### src/rtl/uart_mmio_peripheral.sv
// Memory-mapped 8N1 UART for the MEM-stage peripheral bus: TXD/RXD/CON registers, combinational reads, level IRQ.
// Define UART_RX_FIFO_EN to replace the single receive holding register with a 4-entry receive FIFO.
module uart_mmio_peripheral #(
  parameter int unsigned CLK_FREQ  = 100_000_000,
  parameter int unsigned BAUD      = 9600,
  parameter logic [31:0] BASE_ADDR = 32'h4000_0018,
  parameter int unsigned OSR       = 16
) (
  input  logic        clk,
  input  logic        reset,
  input  logic [31:0] i_address,
  input  logic        i_control_read,
  input  logic        i_control_write,
  input  logic [31:0] i_control_write_data,
  output logic [31:0] o_control_read_data,
  input  logic        i_rx,
  output logic        o_tx,
  output logic        o_irq
);

  localparam int unsigned DIV_RAW = CLK_FREQ / (BAUD * OSR);
  localparam int unsigned DIV     = (DIV_RAW < 1) ? 1 : DIV_RAW;
  localparam int          CNT_W   = $clog2(OSR + 1);
  localparam logic [CNT_W-1:0] BIT_LAST = CNT_W'(OSR - 1);
  localparam logic [CNT_W-1:0] MID_LAST = CNT_W'(OSR / 2 - 1);

  typedef enum logic [1:0] {TX_IDLE, TX_START, TX_DATA, TX_STOP} tx_state_t;
  typedef enum logic [1:0] {RX_IDLE, RX_START, RX_DATA, RX_STOP} rx_state_t;

  logic sel_txd, sel_rxd, sel_con;
  logic txd_wr, con_wr, con_rd, rxd_rd;
  logic tx_irq_en, rx_irq_en, tx_done, rx_overrun;
  logic rx_valid, rx_pop, rx_overflow;
  logic [7:0] rx_head;
  logic unused_wdata;

  assign sel_txd = (i_address == BASE_ADDR);
  assign sel_rxd = (i_address == BASE_ADDR + 32'd4);
  assign sel_con = (i_address == BASE_ADDR + 32'd8);
  assign txd_wr  = i_control_write & sel_txd;
  assign con_wr  = i_control_write & sel_con;
  assign con_rd  = i_control_read & sel_con;
  assign rxd_rd  = i_control_read & sel_rxd;
  assign unused_wdata = ^i_control_write_data[31:8];

  logic [31:0] div_cnt;
  logic        tick;

  assign tick = (div_cnt == DIV - 1);

  always_ff @(posedge clk or negedge reset) begin
    if (!reset)    div_cnt <= '0;
    else if (tick) div_cnt <= '0;
    else           div_cnt <= div_cnt + 32'd1;
  end

  tx_state_t        tx_state, tx_state_next;
  logic [CNT_W-1:0] tx_cnt;
  logic [2:0]       tx_idx;
  logic [7:0]       tx_shift;
  logic             tx_bit_end, tx_load, tx_finish, tx_line_next, tx_busy;

  assign tx_bit_end = tick && (tx_cnt == BIT_LAST);
  assign tx_busy    = (tx_state != TX_IDLE);

  // o_tx is registered from the next line level so it changes on the same edge as the state.
  always_comb begin
    tx_state_next = tx_state;
    tx_line_next  = 1'b1;
    tx_load       = 1'b0;
    tx_finish     = 1'b0;
    case (tx_state)
      TX_IDLE: begin
        if (txd_wr) begin
          tx_state_next = TX_START;
          tx_load       = 1'b1;
          tx_line_next  = 1'b0;
        end
      end
      TX_START: begin
        tx_line_next = 1'b0;
        if (tx_bit_end) begin
          tx_state_next = TX_DATA;
          tx_line_next  = tx_shift[0];
        end
      end
      TX_DATA: begin
        tx_line_next = tx_shift[0];
        if (tx_bit_end) begin
          if (tx_idx == 3'd7) begin
            tx_state_next = TX_STOP;
            tx_line_next  = 1'b1;
          end else begin
            tx_line_next = tx_shift[1];
          end
        end
      end
      TX_STOP: begin
        if (tx_bit_end) begin
          tx_state_next = TX_IDLE;
          tx_finish     = 1'b1;
        end
      end
      default: tx_state_next = TX_IDLE;
    endcase
  end

  always_ff @(posedge clk or negedge reset) begin
    if (!reset) begin
      tx_state <= TX_IDLE;
      tx_cnt   <= '0;
      tx_idx   <= '0;
      tx_shift <= '0;
      o_tx     <= 1'b1;
    end else begin
      tx_state <= tx_state_next;
      o_tx     <= tx_line_next;
      if (tx_load)
        tx_shift <= i_control_write_data[7:0];
      else if (tx_state == TX_DATA && tx_bit_end)
        tx_shift <= {1'b0, tx_shift[7:1]};
      if (tx_state == TX_IDLE || tx_bit_end) tx_cnt <= '0;
      else if (tick)                         tx_cnt <= tx_cnt + CNT_W'(1);
      if (tx_state == TX_START)                   tx_idx <= '0;
      else if (tx_state == TX_DATA && tx_bit_end) tx_idx <= tx_idx + 3'd1;
    end
  end

  logic [1:0]       rx_sync;
  logic             rx_prev, rx_bit, rx_fall;
  rx_state_t        rx_state, rx_state_next;
  logic [CNT_W-1:0] rx_cnt;
  logic [2:0]       rx_idx;
  logic [7:0]       rx_shift;
  logic             rx_cnt_clr, rx_shift_en, rx_deliver;

  assign rx_bit  = rx_sync[1];
  assign rx_fall = rx_prev & ~rx_bit;

  always_ff @(posedge clk or negedge reset) begin
    if (!reset) begin
      rx_sync <= 2'b11;
      rx_prev <= 1'b1;
    end else begin
      rx_sync <= {rx_sync[0], i_rx};
      rx_prev <= rx_bit;
    end
  end

  // Start is checked half a bit in; every later sample lands a whole bit after the previous one.
  always_comb begin
    rx_state_next = rx_state;
    rx_cnt_clr    = 1'b0;
    rx_shift_en   = 1'b0;
    rx_deliver    = 1'b0;
    case (rx_state)
      RX_IDLE: begin
        if (rx_fall) begin
          rx_state_next = RX_START;
          rx_cnt_clr    = 1'b1;
        end
      end
      RX_START: begin
        if (tick && rx_cnt == MID_LAST) begin
          rx_cnt_clr    = 1'b1;
          rx_state_next = rx_bit ? RX_IDLE : RX_DATA;
        end
      end
      RX_DATA: begin
        if (tick && rx_cnt == BIT_LAST) begin
          rx_cnt_clr  = 1'b1;
          rx_shift_en = 1'b1;
          if (rx_idx == 3'd7) rx_state_next = RX_STOP;
        end
      end
      RX_STOP: begin
        if (tick && rx_cnt == BIT_LAST) begin
          rx_state_next = RX_IDLE;
          rx_deliver    = rx_bit;
        end
      end
      default: rx_state_next = RX_IDLE;
    endcase
  end

  always_ff @(posedge clk or negedge reset) begin
    if (!reset) begin
      rx_state <= RX_IDLE;
      rx_cnt   <= '0;
      rx_idx   <= '0;
      rx_shift <= '0;
    end else begin
      rx_state <= rx_state_next;
      if (rx_cnt_clr) rx_cnt <= '0;
      else if (tick)  rx_cnt <= rx_cnt + CNT_W'(1);
      if (rx_state == RX_START) rx_idx <= '0;
      else if (rx_shift_en)     rx_idx <= rx_idx + 3'd1;
      if (rx_shift_en) rx_shift <= {rx_bit, rx_shift[7:1]};
    end
  end

  assign rx_pop = rxd_rd & rx_valid;

`ifdef UART_RX_FIFO_EN
  logic [7:0] fifo_mem [4];
  logic [1:0] wr_ptr, rd_ptr;
  logic [2:0] fifo_count;
  logic       fifo_push;

  // A pop on the delivery edge frees the slot, so a full FIFO still accepts the byte.
  assign rx_overflow = rx_deliver & (fifo_count == 3'd4) & ~rx_pop;
  assign fifo_push   = rx_deliver & ~rx_overflow;
  assign rx_valid    = (fifo_count != 3'd0);
  assign rx_head     = fifo_mem[rd_ptr];

  always_ff @(posedge clk or negedge reset) begin
    if (!reset) begin
      wr_ptr     <= '0;
      rd_ptr     <= '0;
      fifo_count <= '0;
    end else begin
      if (fifo_push) wr_ptr <= wr_ptr + 2'd1;
      if (rx_pop)    rd_ptr <= rd_ptr + 2'd1;
      case ({fifo_push, rx_pop})
        2'b10:   fifo_count <= fifo_count + 3'd1;
        2'b01:   fifo_count <= fifo_count - 3'd1;
        default: fifo_count <= fifo_count;
      endcase
    end
  end

  always_ff @(posedge clk) begin
    if (fifo_push) fifo_mem[wr_ptr] <= rx_shift;
  end
`else
  logic [7:0] hold_data;
  logic       hold_valid;

  assign rx_overflow = rx_deliver & hold_valid & ~rx_pop;
  assign rx_valid    = hold_valid;
  assign rx_head     = hold_data;

  always_ff @(posedge clk or negedge reset) begin
    if (!reset) begin
      hold_data  <= '0;
      hold_valid <= 1'b0;
    end else if (rx_deliver && !rx_overflow) begin
      hold_data  <= rx_shift;
      hold_valid <= 1'b1;
    end else if (rx_pop) begin
      hold_valid <= 1'b0;
    end
  end
`endif

  // Sticky flags: a new event on the clearing read's edge wins, since the read returned the old value.
  always_ff @(posedge clk or negedge reset) begin
    if (!reset) begin
      tx_irq_en  <= 1'b0;
      rx_irq_en  <= 1'b0;
      tx_done    <= 1'b0;
      rx_overrun <= 1'b0;
      o_irq      <= 1'b0;
    end else begin
      if (con_wr) begin
        tx_irq_en <= i_control_write_data[0];
        rx_irq_en <= i_control_write_data[1];
      end
      if (tx_finish)   tx_done <= 1'b1;
      else if (con_rd) tx_done <= 1'b0;
      if (rx_overflow) rx_overrun <= 1'b1;
      else if (con_rd) rx_overrun <= 1'b0;
      o_irq <= (tx_irq_en & tx_done) | (rx_irq_en & rx_valid);
    end
  end

  always_comb begin
    o_control_read_data = '0;
    if (i_control_read) begin
      if (sel_con)
        o_control_read_data = {26'd0, rx_overrun, tx_busy, rx_valid, tx_done, rx_irq_en, tx_irq_en};
      else if (sel_rxd && rx_valid)
        o_control_read_data = {24'd0, rx_head};
    end
  end

endmodule

### config.mk
export PLATFORM = sky130hd
export DESIGN_NAME = uart_mmio_peripheral
export DESIGN_NICKNAME = d
export VERILOG_FILES = /design/src/rtl/uart_mmio_peripheral.sv
export SDC_FILE = /design/constraint.sdc
export NUM_CORES = 1
export LEC_CHECK = 0
export BUFFER_PORTS_ARGS = -buffer_cell sky130_fd_sc_hd__buf_2
export CAP_MARGIN = 20
export CORE_MARGIN = 8
export CORE_UTILIZATION = 45
export DETAILED_ROUTE_END_ITERATION = 10
export PLACE_DENSITY_LB_ADDON = 0.2
export SKIP_CTS_REPAIR_TIMING = 1
export SLEW_MARGIN = 40
export SYNTH_ARGS = -nofsm -noshare
export SYNTH_HDL_FRONTEND = slang
export SYNTH_SLANG_ARGS = --single-unit
### constraint.sdc
create_clock -name clk -period 2.1 [get_ports clk]
set_input_delay 0.42 -clock clk [delete_from_list [all_inputs] [get_ports clk]]
set_output_delay 0.42 -clock clk [all_outputs]
set_load 0.01 [all_outputs]
# Word level (Yosys, flattened, before mapping)
# Cells that the tools add are included.
[word_totals]
input_bits = 69
word_cells = 131
reg_bits = 86
out_inout_bits = 34
[classes]
n_eq_ne = 25
n_bitwise = 13
addsub = 5
muxes = 48
reduce_logical = 21
[ops]
columns = ["operator", "count"]
rows = [
  ["$eq 32x31->1 const B", 3],
  ["$mux 8", 5],
  ["$add 32x1->32 const B", 1],
  ["$eq 32x10->1 const B", 1],
  ["$mux 32", 1],
  ["$mux 2", 11],
  ["$mux 5", 4],
  ["$ne 2x2->1 const B", 10],
  ["$mux 1", 19],
  ["$reduce_bool 2->1", 9],
  ["$pmux 2 s4", 2],
  ["$mux 3", 4],
  ["$add 5x1->5 const B", 2],
  ["$and 1x1->1", 10],
  ["$eq 5x4->1 const B", 2],
  ["$reduce_and 5->1", 2],
  ["$eq 2x2->1 const B", 4],
  ["$add 3x1->3 const B", 2],
  ["$eq 3x3->1 const B", 2],
  ["$logic_and 1x1->1", 6],
  ["$pmux 1 s3", 2],
  ["$eq 5x3->1 const B", 1],
  ["$eq 2x1->1 const B", 2],
  ["$logic_not 2->1", 2],
  ["other kinds (4)", 5],
]

# Logic depth before layout (Yosys ltp)
[depth]
word_depth = 9
mapped_depth = 9
ltp_nobuf = 8

# Least setup slack after synthesis
# No wires, ideal clock.
[synth_timing]
kind = "register -> register"
from = "register tx_cnt[0]"
to = "register tx_shift[1]"
stages_incl_launch_ff = 9
setup_time_ps = 125
t_required_ps = 1975
arrival_ps = 2190
setup_slack_ps = -214
path_cell_list = "dfrtp_1 -> ha_1 -> and3_1 -> ha_1 -> inv_1 -> nor4_1 -> buf_4 -> mux2_2 -> mux2_2"
[synth_between]
elab_chain_len = 4
[synth_rtl]
columns = ["item", "line", "text"]
rows = [
  ["from (decl)", "58", "logic [CNT_W-1:0] tx_cnt;"],
  ["from (signal assigned)", "123", "else if (tick) tx_cnt <= tx_cnt + CNT_W'(1);"],
  ["$eq 5x4->1", "63", "assign tx_bit_end = tick && (tx_cnt == BIT_LAST);"],
  ["$logic_and 1x1->1", "63", ""],
  ["$logic_and 1x1->1", "120", "else if (tx_state == TX_DATA && tx_bit_end)"],
  ["$reduce_bool 2->1 (no line)", "-", ""],
  ["to (signal assigned)", "119", "tx_shift <= i_control_write_data[7:0];"],
  ["to (signal assigned)", "121", "tx_shift <= {1'b0, tx_shift[7:1]};"],
  ["to (decl)", "60", "logic [7:0] tx_shift;"],
]
# Every way passes these cells.
# A chain may end at the register's enable or synchronous reset.

# Worst setup path after layout
[layout_timing]
from = "register div_cnt[0]"
to = "register tx_shift[6]"
[layout_between]
elab_chain_len = 4
[layout_rtl]
columns = ["item", "line", "text"]
rows = [
  ["from (decl)", "46", "logic [31:0] div_cnt;"],
  ["from (signal assigned)", "54", "else div_cnt <= div_cnt + 32'd1;"],
  ["$eq 32x10->1", "49", "assign tick = (div_cnt == DIV - 1);"],
  ["$logic_and 1x1->1", "63", ""],
  ["$logic_and 1x1->1", "120", ""],
  ["$reduce_bool 2->1 (no line)", "-", ""],
]
# Every way passes these cells.

==> results.md <==
* Status: finished with violations
* Failing checks: setup timing
* Worst Reg-to-Reg Cells at 10
* Reg2reg end: tx_shift[6]$_DFFE_PN0P_
* CTS Sinks at 86
* Largest net degree at the start of global routing at 54
* Maximum buffer depth of the clock tree at 2
* Most common flop cell mapped by yosys: dfrtp_1
* ANT nets after route at 0
* Seq cells post-synth at 86
* Reg clk slew, reported paths at about 0.090 ns
* Min-delay worst type: input port to flip-flop
* Worst setup EP type: flip-flop
* Register area at 2160 um^2
* DPL Wire Length at between 7000 and 8000 um
* Fraction of registers with async set/reset at 100%
* Initial antenna violation count at 0
* Total global routing track utilization at 15.1%
* CP arrival at 2.63 ns
* IO buf count at 54
* Crit start category: flip-flop
* Vias at 3448
* Width of the die at 116 um
* Post-Synthesis Cells at slightly above 400
* Hold depth at 1
* Final setup viols at 31
* Initial drt markers at 137
* Critical path type: flip-flop to flip-flop
* Synthesized area at 4500 um^2
* Grt ovf at 0
* Synth Area per Inst at about 11 um^2
* Layout cells sized above 1 at between 40% and 50%
* Reg-to-reg critical path startpoint: div_cnt[0]$_DFF_PN0_
* RD Place Congestion at around 0.8
* DRT Pass-1 Iters at 4
* Final Hold Vio Count at 0
* CTS tree: done
* Final worst path period need at 2.38 ns
* Max Fclk at 421 MHz
* Area of the multi-input gates at ~2500 um^2
* Rows at 36
* Synth area leaders: dfrtp_1 (46%), mux2_2 (9.0%), xnor2_1 (4.3%)
* Io pins at 103
* Die H at about 120 um
* Global-route wire length before repair at 16300 um
* Final slew viol count at 0
* Worst hold start: i_rx
* Ant. Diodes at 0
* Clock latency on the worst-skew pair at 0.36 ns
* Final Hold Slack at 0.155 ns
* Vias per cell at slightly above 5
* Final Net Count at 625
* Most frequent cells in the layout: dfrtp_1 (82), buf_4 (70), buf_2 (43)
* Pwr dens at 497 nW/um^2
* Register area share after synthesis at 47.9%
* Yosys cell types at 56
* H-tree levels at 3
* Unrepaired setup endpoints after global routing: yes
* CTS Buf Count at 9
* DRT Wirelength at 10400 um
* Yosys top cell area share at 45.6%
* Tot Pwr at 3.02 mW
* Vias in the first global route at 3529
* Leading area contributor after synthesis: dfrtp_1
* Tcrit/Tclk final at 113%
* LEAKAGE at 2.94 nW
* Max VDD drop at 0.381 mV
* Ys Warns at 0
* Core footprint at 9730 um^2
* EDFF count, synth at 0
* Fill cells at approximately 800
* Worst hold endpoint: rx_sync[0]$_DFF_PN1_
* R2r setup slk at -0.28 ns
* Max-Cap Viols at 0
* Area Growth Syn to Fin at 34.8%
* Clock Tree Root: clkbuf_8
* WP data required at between 2 and 2.5 ns
* DRC violations left at 0
* Commonest non-fill, non-tap cell in the layout: dfrtp_1
* Detailed-route wire length per cell at 15.3 um
* Worst slack, placed at -0.309 ns
* Initial Utilization at 46.3%
* Final worst slack at -0.277 ns
* Crit Path Max Fanout at 4
* Worst Skew at between 0.01 and 0.015 ns
* Die ar. at 13500 um^2
sequential cells by signal, indices dropped and copies added (netlist names), 2 cells and up, named ones only:
name and count:
rx_shift 8, tx_cnt 5, rx_idx 3, tx_idx 3, tx_state 2, hold_data 8
rx_sync 2, rx_cnt 5, tx_shift 8, div_cnt 32
critical path: stages (launching register included):
cell	delay [ns]
dfrtp_1	0.39
inv_1	0.06
ha_2	0.15
nor4b_4	0.23
nand4_4	0.16
buf_6	0.16
nor4_4	0.25
buf_4	0.18
clkbuf_16	0.14
mux2_4	0.29
mux2_4	0.25
cell type report:
cell class,count,area share (%)
timing repair buffer,133,16.6
inverter,17,1.09
clock inverter,7,1.32
multi-input combinational,294,40.7
clock buffer,9,2.04
sequential,86,35.6
tap,133,2.74
per-layer routing:
layer	GRT usage, %	vias up	wire length, um	part of all wire (%)
met3	2.87	14	346	3.3
li1	-	1681	-	-
met4	7.17	0	188	1.8
met1	19.2	1705	4460	43
met5	0	-	0	0
met2	24.3	48	5360	52
through the flow:
stage          cell area [um^2]  setup TNS, ns  cells  utilization [%]
6_report                   6070          -4.50    679             62.4
5_1_grt                    6070          -8.12    679             62.4
4_1_cts                    5650          -6.45    668             58.0
3_5_place_dp               5440          -8.49    652             55.9
3_3_place_gp               5440          -7.91    652             55.9
2_1_floorplan              4680         -0.374    429                -
how the worst max path moves through the flow:
stage	startpoint	endpoint	slack, ns
finish	div_cnt[0]$_DFF_PN0_	tx_shift[6]$_DFFE_PN0P_	-0.28
floorplan	tx_cnt[0]$_DFFE_PN0P_	tx_shift[1]$_DFFE_PN0P_	-0.03
CTS	i_address[21]	o_control_read_data[1]	-0.32
global placement	i_address[21]	o_control_read_data[4]	-0.30
detailed placement	i_address[21]	o_control_read_data[1]	-0.31
global route	div_cnt[0]$_DFF_PN0_	tx_shift[6]$_DFFE_PN0P_	-0.35
cell families (layout without fill, tap and decap cells):
family	count (synthesis)	count (layout)	synth area share [%]
mux	40	40	9.89
flops	86	86	47.9
xor+xnor	30	30	5.84
buf+inv	50	166	6.45
fa+ha+maj	15	15	4.17
simple gates	144	145	19.2
other cells	1	24	0.0833
compound gates	40	40	6.48
power breakdown:
| part | total, mW | leakage [nW] | internal, mW | switching (mW) |
|---|---|---|---|---|
| Combinational | 0.151 | 1.68 | 0.0611 | 0.0898 |
| Clock | 1.20 | 0.0968 | 0.564 | 0.640 |
| Sequential | 1.66 | 1.16 | 1.66 | 0.00183 |
| Total | 3.02 | 2.94 | 2.28 | 0.732 |
Yosys cell counts, types with 3 or more instances:
cell and instances:
dfrtp_1 82, mux2_2 36, nor2_1 31, buf_4 25
xnor2_1 22, nand3_1 19, inv_1 17, nand2_1 16
ha_1 15, and3_1 10, nor4_1 10, a22o_1 9
nand4_1 9, xor2_1 8, a21oi_1 7, nor3_1 6
o21ai_0 6, and2_1 5, clkbuf_1 5, nor2b_1 5
nor4_2 5, dfstp_2 4, mux2i_1 4, or4_1 4
and4_1 3, nor4b_1 3
No activity file was read; power rests on OpenSTA's default activity.
